==> src/rtl/regfile_mp.sv <==
// ============================================================================
// Module   : regfile_mp
// Brief    : Multi-port register file with per-register busy scoreboard.
//            Optional write-first bypass enabled by macro REGFILE_MP_BYPASS_EN.
// Revision : 1.0
// ============================================================================
`default_nettype none

module regfile_mp #(
  parameter int XLEN = 64,
  parameter int NREG = 32,
  parameter int NRD  = 2,
  localparam int AW  = $clog2(NREG)
) (
  input  logic              clk,
  input  logic              rst,
  input  logic [NRD*AW-1:0] rd_addr_i,
  output logic [NRD*XLEN-1:0] rd_data_o,
  output logic [NRD-1:0]    rd_busy_o,
  input  logic              iss_en_i,
  input  logic [AW-1:0]     iss_addr_i,
  input  logic              wr_en_i,
  input  logic [AW-1:0]     wr_addr_i,
  input  logic [XLEN-1:0]   wr_data_i,
  input  logic              wr_clr_i
);

  localparam logic [AW-1:0] C_ZERO_ADDR = '0;

  logic [XLEN-1:0] r_regs [NREG];
  logic [NREG-1:0] r_busy;
  logic [NREG-1:0] w_busy_nxt;
  logic            w_wr_ok;
  logic            w_clr_ok;
  logic            w_iss_ok;

  assign w_wr_ok  = wr_en_i && (wr_addr_i != C_ZERO_ADDR);
  assign w_clr_ok = w_wr_ok && wr_clr_i;
  assign w_iss_ok = iss_en_i && (iss_addr_i != C_ZERO_ADDR);

  // Set is applied after clear so a younger issue keeps ownership.
  always_comb begin
    w_busy_nxt = r_busy;
    if (w_clr_ok) w_busy_nxt[wr_addr_i] = 1'b0;
    if (w_iss_ok) w_busy_nxt[iss_addr_i] = 1'b1;
  end

  always_ff @(posedge clk) begin
    if (rst) begin
      for (int i = 0; i < NREG; i++) r_regs[i] <= '0;
      r_busy <= '0;
    end else begin
      if (w_wr_ok) r_regs[wr_addr_i] <= wr_data_i;
      r_busy <= w_busy_nxt;
    end
  end

  generate
    for (genvar k = 0; k < NRD; k++) begin : g_rd
      logic [AW-1:0]   w_addr;
      logic [XLEN-1:0] w_data;
      logic            w_busy;

      assign w_addr = rd_addr_i[k*AW +: AW];

      always_comb begin
        w_data = r_regs[w_addr];
        w_busy = r_busy[w_addr];
`ifdef REGFILE_MP_BYPASS_EN
        if (w_wr_ok && (w_addr == wr_addr_i)) begin
          w_data = wr_data_i;
          if (wr_clr_i) w_busy = w_iss_ok && (iss_addr_i == w_addr);
        end
`endif
        // Register 0 is hardwired regardless of stored or bypassed state.
        if (w_addr == C_ZERO_ADDR) begin
          w_data = '0;
          w_busy = 1'b0;
        end
      end

      assign rd_data_o[k*XLEN +: XLEN] = w_data;
      assign rd_busy_o[k]              = w_busy;
    end
  endgenerate

endmodule

`default_nettype wire

==> config.mk <==
export PLATFORM = sky130hd
export DESIGN_NAME = regfile_mp
export DESIGN_NICKNAME = d
export VERILOG_FILES = /design/src/rtl/regfile_mp.sv
export SDC_FILE = /design/constraint.sdc
export NUM_CORES = 2
export LEC_CHECK = 0
export BUFFER_PORTS_ARGS = -buffer_cell sky130_fd_sc_hd__buf_2
export CELL_PAD_IN_SITES_DETAIL_PLACEMENT = 2
export CELL_PAD_IN_SITES_GLOBAL_PLACEMENT = 2
export CORE_ASPECT_RATIO = 0.75
export CORE_MARGIN = 4
export CORE_UTILIZATION = 40
export CTS_CLUSTER_DIAMETER = 120
export DETAILED_ROUTE_END_ITERATION = 8
export PLACE_DENSITY = 0.73
export SLEW_MARGIN = 30
export SYNTH_ARGS = -nofsm -noshare
export SYNTH_HDL_FRONTEND = slang
export SYNTH_SLANG_ARGS = --single-unit
==> constraint.sdc <==
create_clock -name clk -period 2.57 [get_ports clk]
set_clock_uncertainty 0.2 [all_clocks]
set_input_delay 0.3855 -clock clk [delete_from_list [all_inputs] [get_ports clk]]
set_output_delay 0.3855 -clock clk [all_outputs]
set_load 0.01 [all_outputs]
==> summary.txt <==
status: finished with violations
violated checks: setup timing
vias after detailed routing: 78960
IO Port Bufs: 218
Final min period: 3.575 ns
placed instance count: 11000
Synth top area share: 0.5593
largest net degree at the start of global routing: 65
largest family of logic cells by synthesized area: multiplexers
DIE HEIGHT: 462.0 µm
core footprint: 273100 µm²
setup repair after global routing missed its margin: true
Synth area leaders: edfxtp_1 (56%), mux4_2 (22%), and2_1 (11%), mux2i_1 (2.4%), clkbuf_1 (1.8%)
Crit path required time: 1.98 ns
Nets: 7814
mux share of post-synthesis cell area: 0.2561
Ys Warns: 0
dominant synthesized flop cell: edfxtp_1
DRC viols: 0
fin. max-slew vios: 0
hold path startpoint: rst
TritonRoute pass-1 iters: 6
CP endpoint kind: primary output
critical path type: reg2out
adder-cell share of the synthesized area: 0
Area after DPL: 124800 µm²
hold worst-path end: r_regs[0][17]$_SDFFCE_PN0P_
post-synthesis compound-gate area fraction: 0.02350
antenna viol nets, final: 0
Max FO, Critical Path: 2
first-pass GRT wire length: 706200 µm
largest stage delay on the critical path: 0.59 ns
Max Freq: 279.7 MHz
FF-to-FF path depth: 6
RD Place Congestion: 0.8866
R2R Setup Slk: 0.62 ns
most frequent CP cell: mux4_2
max-cap violation count: 0
grt total ovfl: 0
VDD IR-drop max: 0.6737 mV
Min Hold Slack: 0.02718 ns
Yosys reg bits: 2079
Area Growth Syn to Fin: 23.01%
final period utilization: 1.391
sequential share of the synthesized area: 0.5651
Hold Violations, Final: 0
Num CTS Buffers: 225
CTS tree: done
Final Cell Area: 135200 µm²
hold crit path type: in2reg
Slew HR: 0.2981
Synth Cell Area: 109900 µm²
Startpoint Class: flop
total wire length: 518400 µm
CP arrival: 2.99 ns
reg2reg end: r_busy[30]$_SDFF_PP0_
wire length per cell: 44.91 µm
worst slew pin tran: 1.053 ns
CTS Buffer Depth: 4
Final setup violation count: 130
placed wire-length estimate: 337500 µm
slowest CP cell: mux4_2
PwrDens: 645.7 nW/µm²
layout cells sized above 1: 0.3666
Synth Area in XOR/XNOR: 0
TritonCTS Sinks: 2079
Cell variety after synth: 51
Die Wd: 613.3 µm
fin cells: 11540
gr usage total: 0.3599
filler cell count: 24140
Mapped Cells: 6931
biggest area consumer among synthesized cells: edfxtp_1
initial antenna violation count: 81
Vias per Instance: 6.840
sum of negative setup slack: -97.78 ns
post-synthesis simple-gate area fraction: 0.1253
Mapped Avg Cell Area: 15.86 µm²
H-tree levels: 4
Root Buffer: clkbuf_16
Critical R2R Launch: r_busy[30]$_SDFF_PP0_
Clock Pin Slew Worst Setup and Hold Paths: 0.07 ns
setup ws final: -1.005 ns
Clock Latency Late Sink: 0.92 ns
Starting Density: 0.4024
vias in the first global route: 82280
drt initial violations: 13850
row count: 166
hold path depth: 3
FFs w/ async S/R, synth: 0
Critical Path, Cell by Cell: mux4_2 -> mux4_2 -> mux2_4 -> buf_6
DIE AREA: 283300 µm²
IO Count: 219
leakage dissipation: 0.04808 µW
EDFF count, synth: 2047
## cell usage after synthesis (all sizes together) (5+ instances only)
library cell  number
o21ai             58
and2            1986
a2111oi            8
inv                6
buf              231
mux2              76
a22oi             18
clkbuf           530
a221o             11
nand2             94
a21oi             34
a211o             11
mux2i            265
edfxtp          2047
dfxtp             32
nor2              60
nand2b            16
o22ai            115
a31oi              7
a32oi              5
nor2b             32
nor3              15
a21o              85
nand3b             5
nor4               6
mux4            1094
a221oi             7
o221ai             5
nand4              5
a22o               6
or2               32
nand3              8
## kinds of logic after synthesis
kind of cell | count (synthesis)
mux | 1435
compound gates | 382
buf+inv | 768
flops | 2079
other cells | 1
simple gates | 2266
## where the power goes
| group | leakage (µW) | internal [µW] | switching (µW) |
|---|---|---|---|
| Sequential | 0.0197 | 39100 | 1230 |
| Clock | 0.00344 | 18000 | 14800 |
| Combinational | 0.0249 | 6400 | 7790 |
## placed cells by master (no fill, tap or decap), types with 20 or more instances in the layout
master,Yosys,routed
edfxtp_1,2047,2047
and2_1,1986,1986
mux4_2,1094,1094
buf_4,29,566
buf_12,0,384
mux2i_1,265,227
clkbuf_16,0,227
buf_6,17,109
buf_2,137,101
dlygate4sd3_1,0,92
o22ai_1,115,91
nand2_1,94,88
conb_1,1,63
o21ai_0,58,53
clkinv_2,0,53
clkinv_1,1,50
mux2_2,76,46
a21o_1,85,46
clkbuf_1,530,40
a21o_4,0,39
diode_2,0,35
nor2_4,0,31
or2_4,0,31
mux2_4,0,30
nor2b_1,32,26
nor2_1,60,26
a21oi_1,34,26
dfxtp_1,32,26
mux2i_2,0,21
bufinv_16,0,20
## registers in the layout (all words and copies together) (netlist names)
signal and count:
r_busy 32, r_regs 2047
## cell type report
cell class	instances	area, µm²	share of cell area
clock buffers	266	5806	0.04294
repair buffers	1266	14890	0.1101
multi-input cells	4146	46590	0.3446
flip-flops and latches	2079	62120	0.4594
inverters	7	43.79	0.0003239
clock inverters	132	1152	0.008523
diodes	35	87.58	0.0006478
well taps	3612	4519	0.03343
## metal layers
| layer | wire (µm) | up-vias | track usage |
|---|---|---|---|
| met3 | 65340 | 1507 | 0.1030 |
| met5 | 273 | - | 0.005409 |
| met4 | 30450 | 12 | 0.1892 |
| met2 | 233300 | 6584 | 0.5455 |
| met1 | 189100 | 42510 | 0.4705 |
| li1 | - | 28350 | - |
## worst max path at each step
| stage | start | to | slack [ns] | cells past startpoint |
|---|---|---|---|---|
| 2_1_floorplan | rd_addr_i[1] | rd_data_o[30] | -0.14 | 6 |
| 3_3_place_gp | rd_addr_i[1] | rd_data_o[50] | -0.98 | 12 |
| 3_5_place_dp | rd_addr_i[1] | rd_data_o[50] | -0.97 | 12 |
| 4_1_cts | r_regs[6][20]$_SDFFCE_PN0P_ | rd_data_o[20] | -0.96 | 7 |
| 5_1_grt | r_regs[7][60]$_SDFFCE_PN0P_ | rd_data_o[60] | -0.98 | 4 |
| 6_report | r_regs[7][60]$_SDFFCE_PN0P_ | rd_data_o[60] | -1.01 | 4 |
## metrics by stage
step / worst slack [ns] / total power, µW / utilization
floorplan: -0.1395 / 46640 / -
global placement: -0.9826 / 52830 / 0.4570
detailed placement: -0.9671 / 53470 / 0.4570
CTS: -0.9636 / 86680 / 0.4930
global route: -0.9849 / 89080 / 0.4948
finish: -1.005 / 87300 / 0.4950
## worst max-delay path: cells and delay by family (launching register included)
kind	cells	cell delay, ns
mux	3	1.47
flops	1	0.44
buf+inv	1	0.14
## repair_timing
action,CTS,global route
gates resized for setup,381,76
hold endpoints to repair,2035,0
pin swaps,88,30
hold buffers,95,0
gates cloned,2,1
buffers inserted,18,13
setup endpoints to repair,130,156
Power figures use the tool's default switching activity.
